### src/rtl/mult_result_accumulator.sv
// Sums N_PRODUCTS consecutive results from the 8x8 sequential multiplier.
// Each result is taken on busy's falling edge. The sum is offered on a valid/ready handshake.
module mult_result_accumulator #(
  parameter int N_PRODUCTS = 4,   // products per result, 1..255
  parameter int ACC_W      = 20   // accumulator width, >= 16
) (
  input  logic             clk,
  input  logic             resetL,
  input  logic             start,
  input  logic             busy_in,
  input  logic [15:0]      product_in,
  output logic [ACC_W-1:0] result_out,
  output logic             result_valid,
  input  logic             result_ready,
  output logic [7:0]       count,
  output logic             overflow,
  output logic             dropped
);

  typedef enum logic [1:0] {
    ST_IDLE  = 2'd0,
    ST_ACCUM = 2'd1,
    ST_HOLD  = 2'd2
  } state_t;

  localparam logic [7:0] N_LAST = 8'(N_PRODUCTS);

  state_t           r_state;
  logic             r_busy_q;
  logic [ACC_W-1:0] r_acc;
  logic [ACC_W-1:0] r_result;
  logic             r_valid;
  logic [7:0]       r_count;
  logic             r_overflow;
  logic             r_dropped;

  logic             w_done;
  logic [ACC_W:0]   w_sum;
  logic [7:0]       w_count_inc;
  logic             w_last;

  // A completion is the first cycle in which busy is seen low after being high.
  assign w_done      = r_busy_q & ~busy_in;
  assign w_sum       = {1'b0, r_acc} + (ACC_W+1)'(product_in);
  assign w_count_inc = r_count + 8'd1;
  assign w_last      = (w_count_inc == N_LAST);

  // Register busy_in so that its falling edge can be detected.
  always_ff @(posedge clk or negedge resetL) begin
    if (!resetL) begin
      r_busy_q <= 1'b0;
    end else begin
      r_busy_q <= busy_in;
    end
  end

  // Sequence control: accumulate, hold the finished result, and keep the sticky flags.
  always_ff @(posedge clk or negedge resetL) begin
    if (!resetL) begin
      r_state    <= ST_IDLE;
      r_acc      <= '0;
      r_result   <= '0;
      r_valid    <= 1'b0;
      r_count    <= 8'd0;
      r_overflow <= 1'b0;
      r_dropped  <= 1'b0;
    end else begin
      case (r_state)
        ST_IDLE: begin
          if (start) begin
            r_acc      <= '0;
            r_count    <= 8'd0;
            r_overflow <= 1'b0;
            r_dropped  <= 1'b0;
            r_state    <= ST_ACCUM;
          end else if (w_done) begin
            r_dropped <= 1'b1;
          end
        end
        ST_ACCUM: begin
          if (start) begin
            // A restart discards any completion that lands in the same cycle.
            r_acc      <= '0;
            r_count    <= 8'd0;
            r_overflow <= 1'b0;
            r_dropped  <= 1'b0;
          end else if (w_done) begin
            r_acc   <= w_sum[ACC_W-1:0];
            r_count <= w_count_inc;
            if (w_sum[ACC_W]) begin
              r_overflow <= 1'b1;
            end
            if (w_last) begin
              r_result <= w_sum[ACC_W-1:0];
              r_valid  <= 1'b1;
              r_state  <= ST_HOLD;
            end
          end
        end
        ST_HOLD: begin
          if (w_done) begin
            r_dropped <= 1'b1;
          end
          if (result_ready) begin
            r_valid <= 1'b0;
            r_state <= ST_IDLE;
          end
        end
        default: begin
          r_valid <= 1'b0;
          r_state <= ST_IDLE;
        end
      endcase
    end
  end

  assign result_out   = r_result;
  assign result_valid = r_valid;
  assign count        = r_count;
  assign overflow     = r_overflow;
  assign dropped      = r_dropped;

endmodule
### config.mk
export PLATFORM = sky130hd
export DESIGN_NAME = mult_result_accumulator
export DESIGN_NICKNAME = d
export VERILOG_FILES = /design/src/rtl/mult_result_accumulator.sv
export SDC_FILE = /design/constraint.sdc
export NUM_CORES = 1
export LEC_CHECK = 0
export BUFFER_PORTS_ARGS = -buffer_cell sky130_fd_sc_hd__buf_4
export CAP_MARGIN = 10
export CORE_ASPECT_RATIO = 0.9
export CORE_MARGIN = 4
export CORE_UTILIZATION = 35
export CTS_BUF_LIST = sky130_fd_sc_hd__clkbuf_2
export CTS_CLUSTER_DIAMETER = 50
export DETAILED_ROUTE_END_ITERATION = 12
export GPL_TIMING_DRIVEN = 0
export SLEW_MARGIN = 25
export SYNTH_ARGS = -nofsm -noshare
export SYNTH_HDL_FRONTEND = slang
export SYNTH_SLANG_ARGS = --single-unit
### constraint.sdc
create_clock -name clk -period 5.7 [get_ports clk]
set_input_delay 0.855 -clock clk [delete_from_list [all_inputs] [get_ports clk]]
set_output_delay 0.855 -clock clk [all_outputs]
set_load 0.03 [all_outputs]
==> results of run 1 <==
==> layout make-up <==
type	instances	area [sq um]
multi-input cells	281	1810
well taps	122	153
inverters	12	45.0
flip-flops and latches	54	1350
clock buffers	7	35.0
plain buffers	16	61.3
repair buffers	50	375
fillers	942	5300
==> flip-flops by register name (all words and copies together) (netlist names) <==
signal	count
overflow	1
r_busy_q	1
count	8
dropped	1
result_out	20
r_state	2
r_acc	20
result_valid	1
==> layer usage <==
| metal | vias up | global-route usage |
|---|---|---|
| li1 | 1436 | - |
| met1 | 1344 | 0.226 |
| met2 | 61 | 0.230 |
| met3 | 5 | 0.0253 |
| met4 | 0 | 0.0201 |
| met5 | - | 0 |
==> worst reg2reg max path, delay by kind of cell (launching register included) <==
family,cells,cell delay [ns]
AO/OA/AOI/OAI,5,1.56
flip-flops,1,0.42
buffers and inverters,1,0.05
AND/OR/NAND/NOR,1,0.16
adder cells (fa/ha/maj),2,0.57
==> path summary, 6_finish.rpt <==
path | end | slack (ns) | cells past startpoint
worst max-delay path | overflow$_DFFE_PN0P_ | 2.83 | 10
worst min-delay path | result_out[6]$_DFFE_PN0P_ | 0.43 | 1
worst max register to register | overflow$_DFFE_PN0P_ | 2.92 | 9
worst min register to register | result_out[0]$_DFFE_PN0P_ | 0.51 | 2
max in group asynchronous | r_acc[12]$_DFFE_PN0P_ | 4.81 | 1
min in group clk | result_out[0]$_DFFE_PN0P_ | 0.51 | 2
==> through the flow <==
stage          hold slack [ns]  power [mW]  instance area, sq um   util
2_1_floorplan            0.453       0.666                  3270      -
3_3_place_gp             0.460       0.755                  3790  0.416
3_5_place_dp             0.467       0.761                  3790  0.416
4_1_cts                  0.432       0.911                  3830  0.420
5_1_grt                  0.429       0.969                  3830  0.420
6_report                 0.431       0.901                  3830  0.420
==> Yosys cell counts, types with 8 or more instances <==
cell      count  area share
nand3_1      10       0.015
nand2_1      54       0.062
o21ai_1      17       0.026
nand4_1       8       0.015
ha_1         22       0.084
inv_1        12       0.014
xnor2_1       9       0.024
a21oi_1      21       0.032
o21ai_0      29       0.044
clkbuf_1     14       0.016
dfrtp_1      54        0.41
nor2_1       18       0.021
==> logic make-up (layout without fill, tap and decap cells) <==
group,Yosys count,in the layout,share of synthesized area
AO/OA/AOI/OAI,119,119,0.233
adder cells (fa/ha/maj),23,23,0.0904
buffers and inverters,28,85,0.0326
XOR/XNOR,15,15,0.0402
flip-flops,54,54,0.414
AND/OR/NAND/NOR,120,120,0.175
multiplexers,4,4,0.0146
==> where the power goes <==
group | switching (mW) | leakage [nW] | internal [mW]
Combinational | 0.208 | 0.965 | 0.113
Clock | 0.116 | 0.0291 | 0.0319
Sequential | 0.0212 | 0.747 | 0.411
==> out/qor.txt, run 1 <==
Actual slew at the worst max-slew pin: 0.716 ns
Worst Skew: 0.0166 ns
Clk slew on worst S/H paths: 0.26 ns
Routability Congestion: 0.831
Crit path max fanout: 7
Cts hold-fix bufs: 0
DR WL met3: 393 microns
Post-DP HPWL: 5990 microns
Mapped Area: 0.00327 sq mm
Crit path required time: 6.09 ns
Post-Syn Nets: 407
Fin nets: 464
Critical Path Start: product_in[0]
Max Cap Viol: 0
Cells after Synth: 363
Wire length on met2: 3580 microns
Die area: 0.0109 sq mm
Distinct cells, synth: 53
First-pass GRT wire length: 13200 microns
Family with the most delay on the worst path: compound AO/OA/AOI/OAI gates
YS warnings: 0
Share of cells above drive strength 1: 0.160
Syn avg cell area: 9.00 sq um
Post-Place Cells: 535
Crit-path slowest cell: a2111oi_0
CTS Buf Count: 5
Post-layout min period: 2.87 ns
TritonCTS Sinks: 54
Core box area: 0.00913 sq mm
Critical path class: input port to flop
Vias/cell: 5.25
CP max stage delay: 0.59 ns
TritonCTS clock tree: yes
Post-CTS Resized: 0
Ys async rst share: 1.00
Max Clock Freq: 348 MHz
Final Cycle Share: 0.503
Crit Reg-Reg Startpoint: r_acc[0]$_DFFE_PN0P_
Register area share after synthesis: 0.414
Port bufs: 50
Area Growth Syn to Fin: 17.2%
CP startpoint kind: input port
Final worst slack: 2.83 ns
Wire length per cell: 14.8 microns
DRT iter0 DRCs: 75
Final hold viol count: 0
Cell Pwr Density: 235 mW/mm^2
Uppermost routed layer: met4
Yosys reg bits: 54
Clk Latency, worst-skew pair: 0.42 ns
Final setup viols: 0
Leakage power: 1.74 nW
Pin count of the biggest net entering global routing: 55
Post-CTS setup buffer count: 0
Ant. Diodes: 0
Worst vdd ir: 83.0 uV
Post-synth EDFFs: 0
# DRC: 0
Vias in the first global route: 2689
RSZ-0062 raised after global routing: false
Ports: 52
Min-delay worst type: input port to asynchronous set/reset pin
Non-filler cells, final: 542
Outcome: finished, final reports clean
Most frequent cells in the layout: nand2_1, dfrtp_1, buf_4, o21ai_0, ha_1
H-tree depth: 2
DIE HEIGHT: 99.7 microns
CP Cell Sequence: buf_4 -> ha_1 -> inv_1 -> fa_1 -> nor2b_1 -> o2111ai_1 -> a21oi_1 -> o211ai_1 -> a2111oi_0 -> o21a_1
Total number of vias: 2846
GRT overflow: 0
Initial antenna violation count: 0
# rows: 33
Max Transition Viols Final: 0
DRT antenna net count: 0
Final wirelength: 8020 microns
DRT met1 WL: 4020 microns
WP data arrival: 3.26 ns
Buf+Inv Stages, Crit Path: 2
Ys flop type: dfrtp_1
Starting Density: 0.358
Total negative slack: 0 ns
Dpl ws: 2.35 ns
CTS root buf: clkbuf_2
Drt first pass iters: 4
CP Capture Type: flop
Clock tree buffer depth: 2
Die width: 110 microns
Slew margin rel.: 0.519
Gr usage total: 0.150
No activity file was read; power rests on OpenSTA's default activity.
==> run 2, diff against run 1 <==
ABC_AREA = 1   (was not set)
clock period = 2.75 ns   (was 5.7 ns; I/O delays follow)
==> out/qor.txt, run 2 <==
Post-layout min period: 2.18 ns
Ant. Diodes: 0 (unchanged)
Synth Area in Compound Gates: 0.0791 (was 0.233)
Ports: 52 (unchanged)
Clock tree buffer depth: 2 (unchanged)
Crit path max fanout: 3 (was 7)
Pin count of the biggest net entering global routing: 55 (unchanged)
WP data arrival: 2.59 ns (was 3.26 ns)
Max Transition Viols Final: 0 (unchanged)
Final wirelength: 8380 microns (was 8020 microns)
YS warnings: 0 (unchanged)
DRT iter0 DRCs: 131 (was 75)
Clk network pwr share: 0.163 (was 0.164)
DRT antenna net count: 0 (unchanged)
Max Clock Freq: 459 MHz
Area Growth Syn to Fin: 17.7% (was 17.2%)
Buf+Inv Stages, Crit Path: 2 (unchanged)
Final Cycle Share: 0.792
# rows: 34 (was 33)
Final worst slack: 0.573 ns (was 2.83 ns)
CTS root buf: clkbuf_2 (unchanged)
Most frequent cells in the layout: nand2_1, inv_1, dfrtp_1, buf_4, nand3_1 (was nand2_1, dfrtp_1, buf_4, o21ai_0, ha_1)
Most frequent cells after synthesis: nand2_1, inv_1, dfrtp_1 (was dfrtp_1, nand2_1, o21ai_0)
Leakage power: 2.23 nW (was 1.74 nW)
Crit path top cell by count: nand2_1
CP Cell Sequence: ha_1 -> inv_1 -> fa_1 -> inv_1 -> nand3_1 -> nand3_1 -> nand2_1 -> nand2_1 -> nand2_1 -> nand2_1 -> nand2_1 -> nand2_1 -> nand2_1 -> nand2_1 (was buf_4 -> ha_1 -> inv_1 -> fa_1 -> nor2b_1 -> o2111ai_1 -> a21oi_1 -> o211ai_1 -> a2111oi_0 -> o21a_1)
Switching Share: 0.412 (was 0.383)
Min-delay worst type: input port to flop (was input port to asynchronous set/reset pin)
Post-CTS setup buffer count: 0 (unchanged)
TritonCTS Sinks: 54 (unchanged)
Slew margin rel.: 0.544 (was 0.519)
Total negative slack: 0 ns (unchanged)
Family with the most delay on the worst path: simple AND/OR/NAND/NOR gates (was compound AO/OA/AOI/OAI gates)
RSZ-0062 raised after global routing: false (unchanged)
Vias in the first global route: 3156 (was 2689)
Met2 Use GR: 0.257 (was 0.230)
Simple-gate share of the synthesized area: 0.335 (was 0.175)
Final Util: 0.420 (about the same)
Post-Syn Nets: 527 (was 407)
Met3 GRT Util: 0.0261 (was 0.0253)
Starting Density: 0.357 (was 0.358)
Logic pwr share: 0.386 (was 0.356)
Outcome: finished, final reports clean (unchanged)
CTS Buf Count: 5 (unchanged)
DIE HEIGHT: 102 microns (was 99.7 microns)
Dpl ws: 0.506 ns (was 2.35 ns)
# DRC: 0 (unchanged)
Die area: 0.0115 sq mm (was 0.0109 sq mm)
Post-CTS Resized: 0 (unchanged)
Die width: 112 microns (was 110 microns)
Ys flop type: dfrtp_1 (unchanged)
Ys async rst share: 1.00 (unchanged)
Met1 Use GR: 0.215 (was 0.226)
Port bufs: 51 (was 50)
Final hold viol count: 0 (unchanged)
Total number of vias: 3129 (was 2846)
Adder-cell share of the synthesized area: 0.0861 (was 0.0904)
Clk slew on worst S/H paths: 0.31 ns (was 0.26 ns)
Dominant cell type by area after synthesis: dfrtp_1 (unchanged)
Vias/cell: 4.67 (was 5.25)
Clk Latency, worst-skew pair: 0.46 ns (was 0.42 ns)
Share of the synthesized area in the top cell type: 0.394 (was 0.414)
CP Capture Type: flop (unchanged)
Main area contributors after synthesis: dfrtp_1, nand2_1, ha_1 (was dfrtp_1, ha_1, nand2_1)
Final setup viols: 0 (unchanged)
Initial antenna violation count: 0 (unchanged)
Mux cell area share after synthesis: 0 (was 0.0146)
Most frequent cell after synthesis: nand2_1
Distinct cells, synth: 28 (was 53)
H-tree depth: 2 (unchanged)
Max Cap Viol: 0 (unchanged)
Drt first pass iters: 4 (unchanged)
Critical Path Start: r_acc[0]$_DFFE_PN0P_ (was product_in[0])
Worst vdd ir: 234 uV (was 83.0 uV)
Gr usage total: 0.155 (was 0.150)
Synth Area in XOR/XNOR: 0.0255 (was 0.0402)
Fin nets: 587 (was 464)
Critical hold path startpoint: start
Actual slew at the worst max-slew pin: 0.684 ns (was 0.716 ns)
Wire length per cell: 12.5 microns (was 14.8 microns)
Mapped Area: 0.00343 sq mm (was 0.00327 sq mm)
Cts hold-fix bufs: 1 (was 0)
Register area share after synthesis: 0.394 (was 0.414)
Critical path class: flop to flop (was input port to flop)
Crit-path slowest cell: dfrtp_1 (was a2111oi_0)
TritonCTS clock tree: yes (unchanged)
Cells after Synth: 483 (was 363)
Cell Pwr Density: 503 mW/mm^2 (was 235 mW/mm^2)
CP max stage delay: 0.43 ns (was 0.59 ns)
CP startpoint kind: flop (was input port)
Crit path required time: 3.16 ns (was 6.09 ns)
Share of cells above drive strength 1: 0.142 (was 0.160)
Hold WS: 0.211 ns (was 0.431 ns)
Layer with the highest usage: met2 (unchanged)
Post-synth EDFFs: 0 (unchanged)
Psw: 0.837 mW (was 0.345 mW)
Largest family of logic cells by synthesized area: simple AND/OR/NAND/NOR gates (was compound AO/OA/AOI/OAI gates)
Worst Skew: 0.0334 ns (was 0.0166 ns)
GRT overflow: 0 (unchanged)
Crit Reg-Reg Startpoint: r_acc[0]$_DFFE_PN0P_ (unchanged)
Core box area: 0.00961 sq mm (was 0.00913 sq mm)
First-pass GRT wire length: 14700 microns (was 13200 microns)
Register share of total power: 0.451 (was 0.479)
Most common cell after layout, fill and taps aside: nand2_1
Post-DP HPWL: 6650 microns (was 5990 microns)
Routability Congestion: 0.889 (was 0.831)
Syn avg cell area: 7.10 sq um (was 9.00 sq um)
Yosys reg bits: 54 (unchanged)
Internal Pwr Total: 1.19 mW (was 0.556 mW)
## run 2: worst register-to-register path: cells and delay by family, from the launching register on
family | cells | cell delay (ns)
buffers and inverters | 2 | 0.19
AND/OR/NAND/NOR | 10 | 0.92
flip-flops | 1 | 0.43
adder cells (fa/ha/maj) | 2 | 0.60
## run 2: power by group through the flow
stage / registers [mW] / logic (mW) / clock network (mW)
floorplan: 0.947 / 0.536 / 0
global placement: 0.924 / 0.774 / 0
detailed placement: 0.930 / 0.785 / 0
CTS: 0.916 / 0.790 / 0.347
global route: 0.927 / 0.903 / 0.375
finish: 0.916 / 0.785 / 0.331
## run 2: through the flow
stage	cell area, sq um	power [mW]	instances
floorplan	3430	1.48	483
global placement	3970	1.70	660
detailed placement	3970	1.71	660
CTS	4030	2.05	669
global route	4040	2.21	670
finish	4040	2.03	670
## run 2: routing by layer
layer,vias to the layer above,share of wire
li1,1640,-
met1,1427,0.51
met2,54,0.45
met3,8,0.033
met4,0,0.0093
met5,-,0
## run 2: worst paths after layout
path                       slack, ns  depth (start not counted)                         end
max                             0.57                         14       r_acc[16]$_DFFE_PN0P_
min in group asynchronous       0.48                          2        count[3]$_DFFE_PN0P_
min                             0.21                          3      r_state[0]$_DFFE_PN0P_
min reg2reg                     0.52                          2  result_out[15]$_DFFE_PN0P_
max in group asynchronous       1.81                          2  result_out[14]$_DFFE_PN0P_
max reg2reg                     0.57                         14       r_acc[16]$_DFFE_PN0P_
## run 2: cell families after synthesis
family / Yosys count
xor+xnor: 10
buf+inv: 67
fa+ha+maj: 23
simple gates: 277
compound gates: 52
flops: 54
## run 2: area by class of cell
| cell class | count | area [sq um] |
|---|---|---|
| Clock buffer | 5 | 25.0 |
| Inverter | 58 | 218 |
| Fill cell | 1045 | 5580 |
| Tap cell | 126 | 158 |
| Sequential cell | 54 | 1350 |
| Timing Repair Buffer | 53 | 403 |
| Clock inverter | 3 | 21.3 |
| Buffer | 9 | 57.6 |
| Multi-Input combinational cell | 362 | 1800 |
